--- src/rtl/pwm_deadtime_pkg.sv ---
`default_nettype none
// +----------------------------------------------------------------------+
// | pwm_deadtime_pkg: shared state encoding and constants for dead time   |
// | Revision: 1.0                                                         |
// +----------------------------------------------------------------------+
package pwm_deadtime_pkg;

  typedef enum logic [1:0] {
    S_OFF  = 2'd0,
    S_DEAD = 2'd1,
    S_HS   = 2'd2,
    S_LS   = 2'd3
  } t_dt_state;

  localparam int c_dt_min = 1;

  // Number of cycles both outputs stay low for a programmed dead time.
  function automatic int f_gap(input int dt);
    return (dt < c_dt_min) ? c_dt_min : dt;
  endfunction

endpackage
`default_nettype wire

--- src/rtl/pwm_deadtime_gen_if.sv ---
`default_nettype none
// +----------------------------------------------------------------------+
// | pwm_deadtime_gen_if: control inputs and gate-drive outputs bundle     |
// | Revision: 1.0                                                         |
// +----------------------------------------------------------------------+
interface pwm_deadtime_gen_if #(
  parameter int g_num_channels = 8,
  parameter int g_dt_width     = 8
);
  logic                      en_i;
  logic [g_dt_width-1:0]     dt_i;
  logic                      kill_i;
  logic [g_num_channels-1:0] pwm_i;
  logic [g_num_channels-1:0] pwm_hs_o;
  logic [g_num_channels-1:0] pwm_ls_o;
  logic                      fault_o;

  modport master (
    output en_i, dt_i, kill_i, pwm_i,
    input  pwm_hs_o, pwm_ls_o, fault_o
  );

  modport slave (
    input  en_i, dt_i, kill_i, pwm_i,
    output pwm_hs_o, pwm_ls_o, fault_o
  );
endinterface
`default_nettype wire

--- src/rtl/pwm_deadtime_ch.sv ---
`default_nettype none
// +----------------------------------------------------------------------+
// | pwm_deadtime_ch: one complementary channel with break-before-make gap |
// | Revision: 1.0                                                         |
// +----------------------------------------------------------------------+
module pwm_deadtime_ch
  import pwm_deadtime_pkg::*;
#(
  parameter int g_dt_width = 8
) (
  input  logic                  clk_sys_i,
  input  logic                  rst_n_i,
  input  logic                  force_i,
  input  logic [g_dt_width-1:0] dt_i,
  input  logic                  pwm_i,
  output logic                  pwm_hs_o,
  output logic                  pwm_ls_o
);

  localparam logic [g_dt_width-1:0] c_cnt_min = g_dt_width'(c_dt_min);

  t_dt_state             state_q, state_d;
  logic [g_dt_width-1:0] cnt_q, cnt_d;
  logic                  pwm_q;
  logic                  hs_q, hs_d;
  logic                  ls_q, ls_d;

  always_ff @(posedge clk_sys_i or negedge rst_n_i) begin
    if (!rst_n_i) begin
      state_q <= S_OFF;
      cnt_q   <= '0;
      pwm_q   <= 1'b0;
      hs_q    <= 1'b0;
      ls_q    <= 1'b0;
    end else begin
      state_q <= state_d;
      cnt_q   <= cnt_d;
      pwm_q   <= pwm_i;
      hs_q    <= hs_d;
      ls_q    <= ls_d;
    end
  end

  always_comb begin
    state_d = state_q;
    cnt_d   = cnt_q;
    if (force_i) begin
      state_d = S_OFF;
    end else begin
      case (state_q)
        S_OFF: begin
          state_d = S_DEAD;
          cnt_d   = dt_i;
        end
        S_HS: begin
          if (!pwm_q) begin
            state_d = S_DEAD;
            cnt_d   = dt_i;
          end
        end
        S_LS: begin
          if (pwm_q) begin
            state_d = S_DEAD;
            cnt_d   = dt_i;
          end
        end
        S_DEAD: begin
          // Exit target follows pwm_q at exit time, so short pulses vanish.
          if (cnt_q <= c_cnt_min) begin
            state_d = pwm_q ? S_HS : S_LS;
          end else begin
            cnt_d = cnt_q - c_cnt_min;
          end
        end
        default: state_d = S_OFF;
      endcase
    end
    hs_d = (state_d == S_HS);
    ls_d = (state_d == S_LS);
  end

  assign pwm_hs_o = hs_q;
  assign pwm_ls_o = ls_q;

endmodule
`default_nettype wire

--- src/rtl/pwm_deadtime_gen.sv ---
`default_nettype none
// +----------------------------------------------------------------------+
// | pwm_deadtime_gen: fault latch, force-off and per-channel dead time    |
// | Revision: 1.0                                                         |
// +----------------------------------------------------------------------+
module pwm_deadtime_gen
  import pwm_deadtime_pkg::*;
#(
  parameter int g_num_channels = 8,
  parameter int g_dt_width     = 8
) (
  input  logic               clk_sys_i,
  input  logic               rst_n_i,
  pwm_deadtime_gen_if.slave  bus
);

  logic                      fault_q, fault_d;
  logic                      force_w;
  logic [g_num_channels-1:0] hs_w;
  logic [g_num_channels-1:0] ls_w;

  always_ff @(posedge clk_sys_i or negedge rst_n_i) begin
    if (!rst_n_i) begin
      fault_q <= 1'b0;
    end else begin
      fault_q <= fault_d;
    end
  end

  // A kill in the same cycle as a disable keeps the latch set.
  always_comb begin
    fault_d = fault_q;
    if (bus.kill_i) begin
      fault_d = 1'b1;
    end else if (!bus.en_i) begin
      fault_d = 1'b0;
    end
  end

  assign force_w = ~bus.en_i | bus.kill_i | fault_q;

  for (genvar g = 0; g < g_num_channels; g++) begin : g_ch
    pwm_deadtime_ch #(
      .g_dt_width (g_dt_width)
    ) u_ch (
      .clk_sys_i (clk_sys_i),
      .rst_n_i   (rst_n_i),
      .force_i   (force_w),
      .dt_i      (bus.dt_i),
      .pwm_i     (bus.pwm_i[g]),
      .pwm_hs_o  (hs_w[g]),
      .pwm_ls_o  (ls_w[g])
    );
  end

  assign bus.pwm_hs_o = hs_w;
  assign bus.pwm_ls_o = ls_w;
  assign bus.fault_o  = fault_q;

  a_no_overlap: assert property (@(posedge clk_sys_i) (hs_w & ls_w) == '0);

endmodule
`default_nettype wire

--- src/flat_wrapper.sv ---
// flat-port wrapper written by rule: the top's interface ports become plain ports
module pwm_deadtime_gen_flat import pwm_deadtime_pkg::*;
#(
  parameter int g_num_channels = 8,
  parameter int g_dt_width     = 8
)
  (clk_sys_i, rst_n_i, bus_en_i, bus_dt_i, bus_kill_i, bus_pwm_i, bus_pwm_hs_o, bus_pwm_ls_o, bus_fault_o);
  pwm_deadtime_gen_if #(.g_num_channels(g_num_channels), .g_dt_width(g_dt_width)) bus_i ();
  input  logic clk_sys_i;
  input  logic rst_n_i;
  input wire logic [$bits(bus_i.en_i)-1:0] bus_en_i;
  input wire logic [$bits(bus_i.dt_i)-1:0] bus_dt_i;
  input wire logic [$bits(bus_i.kill_i)-1:0] bus_kill_i;
  input wire logic [$bits(bus_i.pwm_i)-1:0] bus_pwm_i;
  output wire logic [$bits(bus_i.pwm_hs_o)-1:0] bus_pwm_hs_o;
  output wire logic [$bits(bus_i.pwm_ls_o)-1:0] bus_pwm_ls_o;
  output wire logic [$bits(bus_i.fault_o)-1:0] bus_fault_o;
  assign bus_i.en_i = bus_en_i;
  assign bus_i.dt_i = bus_dt_i;
  assign bus_i.kill_i = bus_kill_i;
  assign bus_i.pwm_i = bus_pwm_i;
  assign bus_pwm_hs_o = bus_i.pwm_hs_o;
  assign bus_pwm_ls_o = bus_i.pwm_ls_o;
  assign bus_fault_o = bus_i.fault_o;
  pwm_deadtime_gen #(.g_num_channels(g_num_channels), .g_dt_width(g_dt_width)) u_core (.clk_sys_i(clk_sys_i), .rst_n_i(rst_n_i), .bus(bus_i));
endmodule
--- config.mk ---
export PLATFORM = sky130hd
export DESIGN_NAME = pwm_deadtime_gen_flat
export DESIGN_NICKNAME = d
export VERILOG_FILES = /design/src/rtl/pwm_deadtime_pkg.sv /design/src/rtl/pwm_deadtime_gen_if.sv /design/src/rtl/pwm_deadtime_ch.sv /design/src/rtl/pwm_deadtime_gen.sv /design/src/flat_wrapper.sv
export SDC_FILE = /design/constraint.sdc
export NUM_CORES = 1
export LEC_CHECK = 0
export ABC_AREA = 1
export BUFFER_PORTS_ARGS = -buffer_cell sky130_fd_sc_hd__buf_2
export CORE_ASPECT_RATIO = 0.6
export CORE_UTILIZATION = 53
export CTS_CLUSTER_SIZE = 16
export DETAILED_ROUTE_END_ITERATION = 10
export PLACE_DENSITY = 0.77
export SYNTH_ARGS = -nofsm -noshare
export SYNTH_HDL_FRONTEND = slang
export SYNTH_SLANG_ARGS = --single-unit
--- constraint.sdc ---
create_clock -name clk_sys_i -period 2 [get_ports clk_sys_i]
set_clock_uncertainty 0.15 [all_clocks]
set_input_delay 0.3 -clock clk_sys_i [delete_from_list [all_inputs] [get_ports clk_sys_i]]
set_output_delay 0.3 -clock clk_sys_i [all_outputs]
set_load 0.02 [all_outputs]
==> impl_metrics.csv <==
group,metric,value,unit
sta,max_freq,0.509,GHz
sta,maxSlewHeadroom,71.4,%
floorplanning,row_count,30,
global_routing,antenna_found_initial,0,
global_routing,globalRouteTotalUtil,25.4,%
synth,async_flop_share,100,%
drt,drc,0,
clock_tree,cts_tree,"done",
layout,instances_no_fill,1135,
setup_path,r2r_slack,100,ps
status,outcome,"complete, no violations",
layout,filler_cell_count,1038,
clock_tree,cts.sinks,105,
synth,synthDistinctLibCells,35,
synth,synth_edf_count,0,
floorplanning,start_util,55.2,%
floorplanning,dieArea,0.0124,mm^2
pwr,leakagePower,3.96,nW
layout,final_util,61.8,%
setup_path,r2r_cells,9,
drt,drtPass1Iterations,5,
layout,antennaDiodeCount,0,
setup_path,r2r_end,"u_core.g_ch[6].u_ch.cnt_q[4]",
synth,ys.flop_type,"dfrtp_1",
placed_design,io_buffers,36,
layout,drive_above_1_share,12.3,%
sta,finalSetupViolations,0,
sta,period_share,98.3,%
hold_path,min_path_type,"in2reg",
sta,whs,36.0,ps
floorplanning,die_y,86.7,um
synth,ys_seq_elements,105,
global_routing,grt_first_pass_wirelength,24300,um
global_routing,grt_pass1_vias,5004,
drt,wl,14500,um
layout,area_delta_synth_final,12.0,%
pwr,total_power,0.00629,W
clock_tree,clock_latency,350,ps
setup_path,cp.arrival,2040,ps
placed_design,routabilityCongestion,0.920,
setup_path,worst-path-max-fanout,14,
hold_path,min_to,"u_core.bus.fault_o",
synth,netlist_area,0.00634,mm^2
drt,post_drt_wl_per_cell,12.8,um
clock_tree,cts_inserted_buffers,9,
setup_path,cp-end-kind,"register",
sta,finalMaxSlewViolations,0,
sta,hold_viol,0,
global_routing,grt_overflow,0,
sta,rsz0062_at_grt,"yes",
clock_tree,clk_pin_slew,70,ps
layout,nets,1006,
drt,ant_nets,0,
sta,worst_pin_slew,429,ps
hold_path,hp-start,"bus_en_i",
setup_path,path_class,"in2reg",
clock_tree,clockBufferDepth,2,
sta,fin_crit,1970,ps
setup_path,worstReg2RegStart,"u_core.g_ch[6].u_ch.cnt_q[0]",
flow_run,max_cap_viol_count,0,
floorplanning,die_w,143,um
placed_design,numPlacedInstances,1109,
hold_path,holdPathStages,3,
global_routing,grt_max_degree,43,
drt,vias,5795,
drt,drt_iter0_drc,495,
synth,syn_inst,927,
synth,yosysWarnings,0,
pwr,ir_drop,0.402,mV
pwr,p_per_area,885,mW/mm^2
clock_tree,root_buffer,"clkbuf_16",
clock_tree,htreeDepth,3,
setup_path,crit_required,2080,ps
placed_design,dp_hpwl,10400,um
drt,vias_per_cell,5.11,
synth,syn_nets,963,
floorplanning,ios,37,
synth,yosysSeqAreaShare,41.5,%
synth,synth_area_per_cell,6.84,um^2
floorplanning,fp.coreArea,0.0115,mm^2
setup_path,critPathLaunchType,"primary input",
per-stage QoR:
step	setup WS [ps]	setup TNS [ps]	area (um^2)
2_1_floorplan	409	0	6340
3_3_place_gp	141	0	6680
3_5_place_dp	146	0	6680
4_1_cts	70.5	0	7100
5_1_grt	-59.3	-478	7100
6_report	34.4	0	7100
state kept, by name, summed over array words and instances (netlist names):
signal and cells:
u_core.g_ch.u_ch.cnt_q 64, u_core.bus.fault_o 1, u_core.g_ch.u_ch.pwm_hs_o 8, u_core.g_ch.u_ch.pwm_ls_o 8, u_core.g_ch.u_ch.state_q 16, u_core.g_ch.u_ch.pwm_q 8
routing by layer:
| metal | wire (um) | share of wire (%) | up-vias | GRT usage, % |
|---|---|---|---|---|
| li1 | - | - | 2956 | - |
| met1 | 7400 | 51 | 2619 | 38.5 |
| met2 | 5900 | 41 | 203 | 36.6 |
| met3 | 1050 | 7.2 | 17 | 5.25 |
| met4 | 155 | 1.1 | 0 | 6.16 |
| met5 | 0 | 0 | - | 0 |
synthesized netlist by cell type (7+ instances only):
library cell	instances	area share, %
nand2_1	329	19
nor2_1	108	6.4
dfrtp_1	105	41
inv_1	98	5.8
nand3_1	70	5.5
o21ai_1	41	3.2
o21ai_0	33	2.6
inv_2	28	1.7
buf_4	21	2.5
a21oi_1	18	1.4
ha_1	16	3.2
nand4_1	9	0.89
nor3_1	8	0.63
buf_2	7	0.55
worst max-delay path, cell delays in order:
cell           delay [ps]
dlygate4sd3_1         530
buf_2                 120
inv_2                  50
nand3_2                80
inv_2                 290
nand3_1               290
buf_4                 240
nand2_1                60
o21ai_1                70
cells in the final DEF, fill, tap and decap left out, types with 4 or more instances in the layout:
cell type / netlist / layout
inv_2: 28 / 29
nand3_2: 4 / 4
o21ai_0: 33 / 33
o21ai_2: 4 / 4
a21oi_1: 18 / 18
buf_4: 21 / 21
nand2_1: 329 / 329
nor3_1: 8 / 8
clkbuf_16: 0 / 9
buf_2: 7 / 35
nor2_1: 108 / 108
nand3_1: 70 / 70
dlygate4sd3_1: 0 / 10
inv_1: 98 / 97
nand4_1: 9 / 9
dfrtp_1: 105 / 105
o21ai_1: 41 / 41
ha_1: 16 / 15
timing repair:
action                     4_1_cts  5_1_grt
hold endpoints to repair        37        0
hold buffers                    10        0
setup endpoints to repair        0       21
resized for setup                0        2
setup buffers                    0        0
how the worst max path moves through the flow:
stage | from | endpoint | slack (ps) | depth (start not counted)
finish | bus_kill_i | u_core.g_ch[3].u_ch.cnt_q[4] | 30 | 9
detailed placement | u_core.g_ch[3].u_ch.cnt_q[0] | u_core.g_ch[3].u_ch.cnt_q[4] | 150 | 9
global placement | u_core.g_ch[6].u_ch.cnt_q[0] | u_core.g_ch[6].u_ch.cnt_q[1] | 140 | 9
floorplan | u_core.g_ch[1].u_ch.cnt_q[0] | u_core.g_ch[1].u_ch.cnt_q[4] | 410 | 9
CTS | bus_kill_i | u_core.g_ch[3].u_ch.cnt_q[4] | 70 | 9
global route | u_core.g_ch[7].u_ch.cnt_q[0] | u_core.g_ch[7].u_ch.cnt_q[3] | -60 | 9
power breakdown:
group / switching, W / leakage [nW] / internal, W
registers: 0.000354 / 1.35 / 0.00242
logic: 0.00103 / 2.45 / 0.000590
clock network: 0.000769 / 0.159 / 0.00113
layout make-up:
cell class	instances	area [um^2]	area share, %
inverter	127	479	6.75
clock buffer	11	243	3.42
multi-input combinational	659	3000	42.2
tap	160	200	2.82
clock inverter	5	78.8	1.11
sequential	105	2630	37.0
timing repair buffer	68	473	6.66
cells by family after synthesis:
kind of cell | after synthesis | synth area share (%)
buffers and inverters | 163 | 11.3
XOR/XNOR | 1 | 0.138
AO/OA/AOI/OAI | 103 | 8.63
AND/OR/NAND/NOR | 537 | 35.1
flip-flops | 105 | 41.5
multiplexers | 2 | 0.316
adder cells (fa/ha/maj) | 16 | 3.16
(Power assumes the default switching activity.)
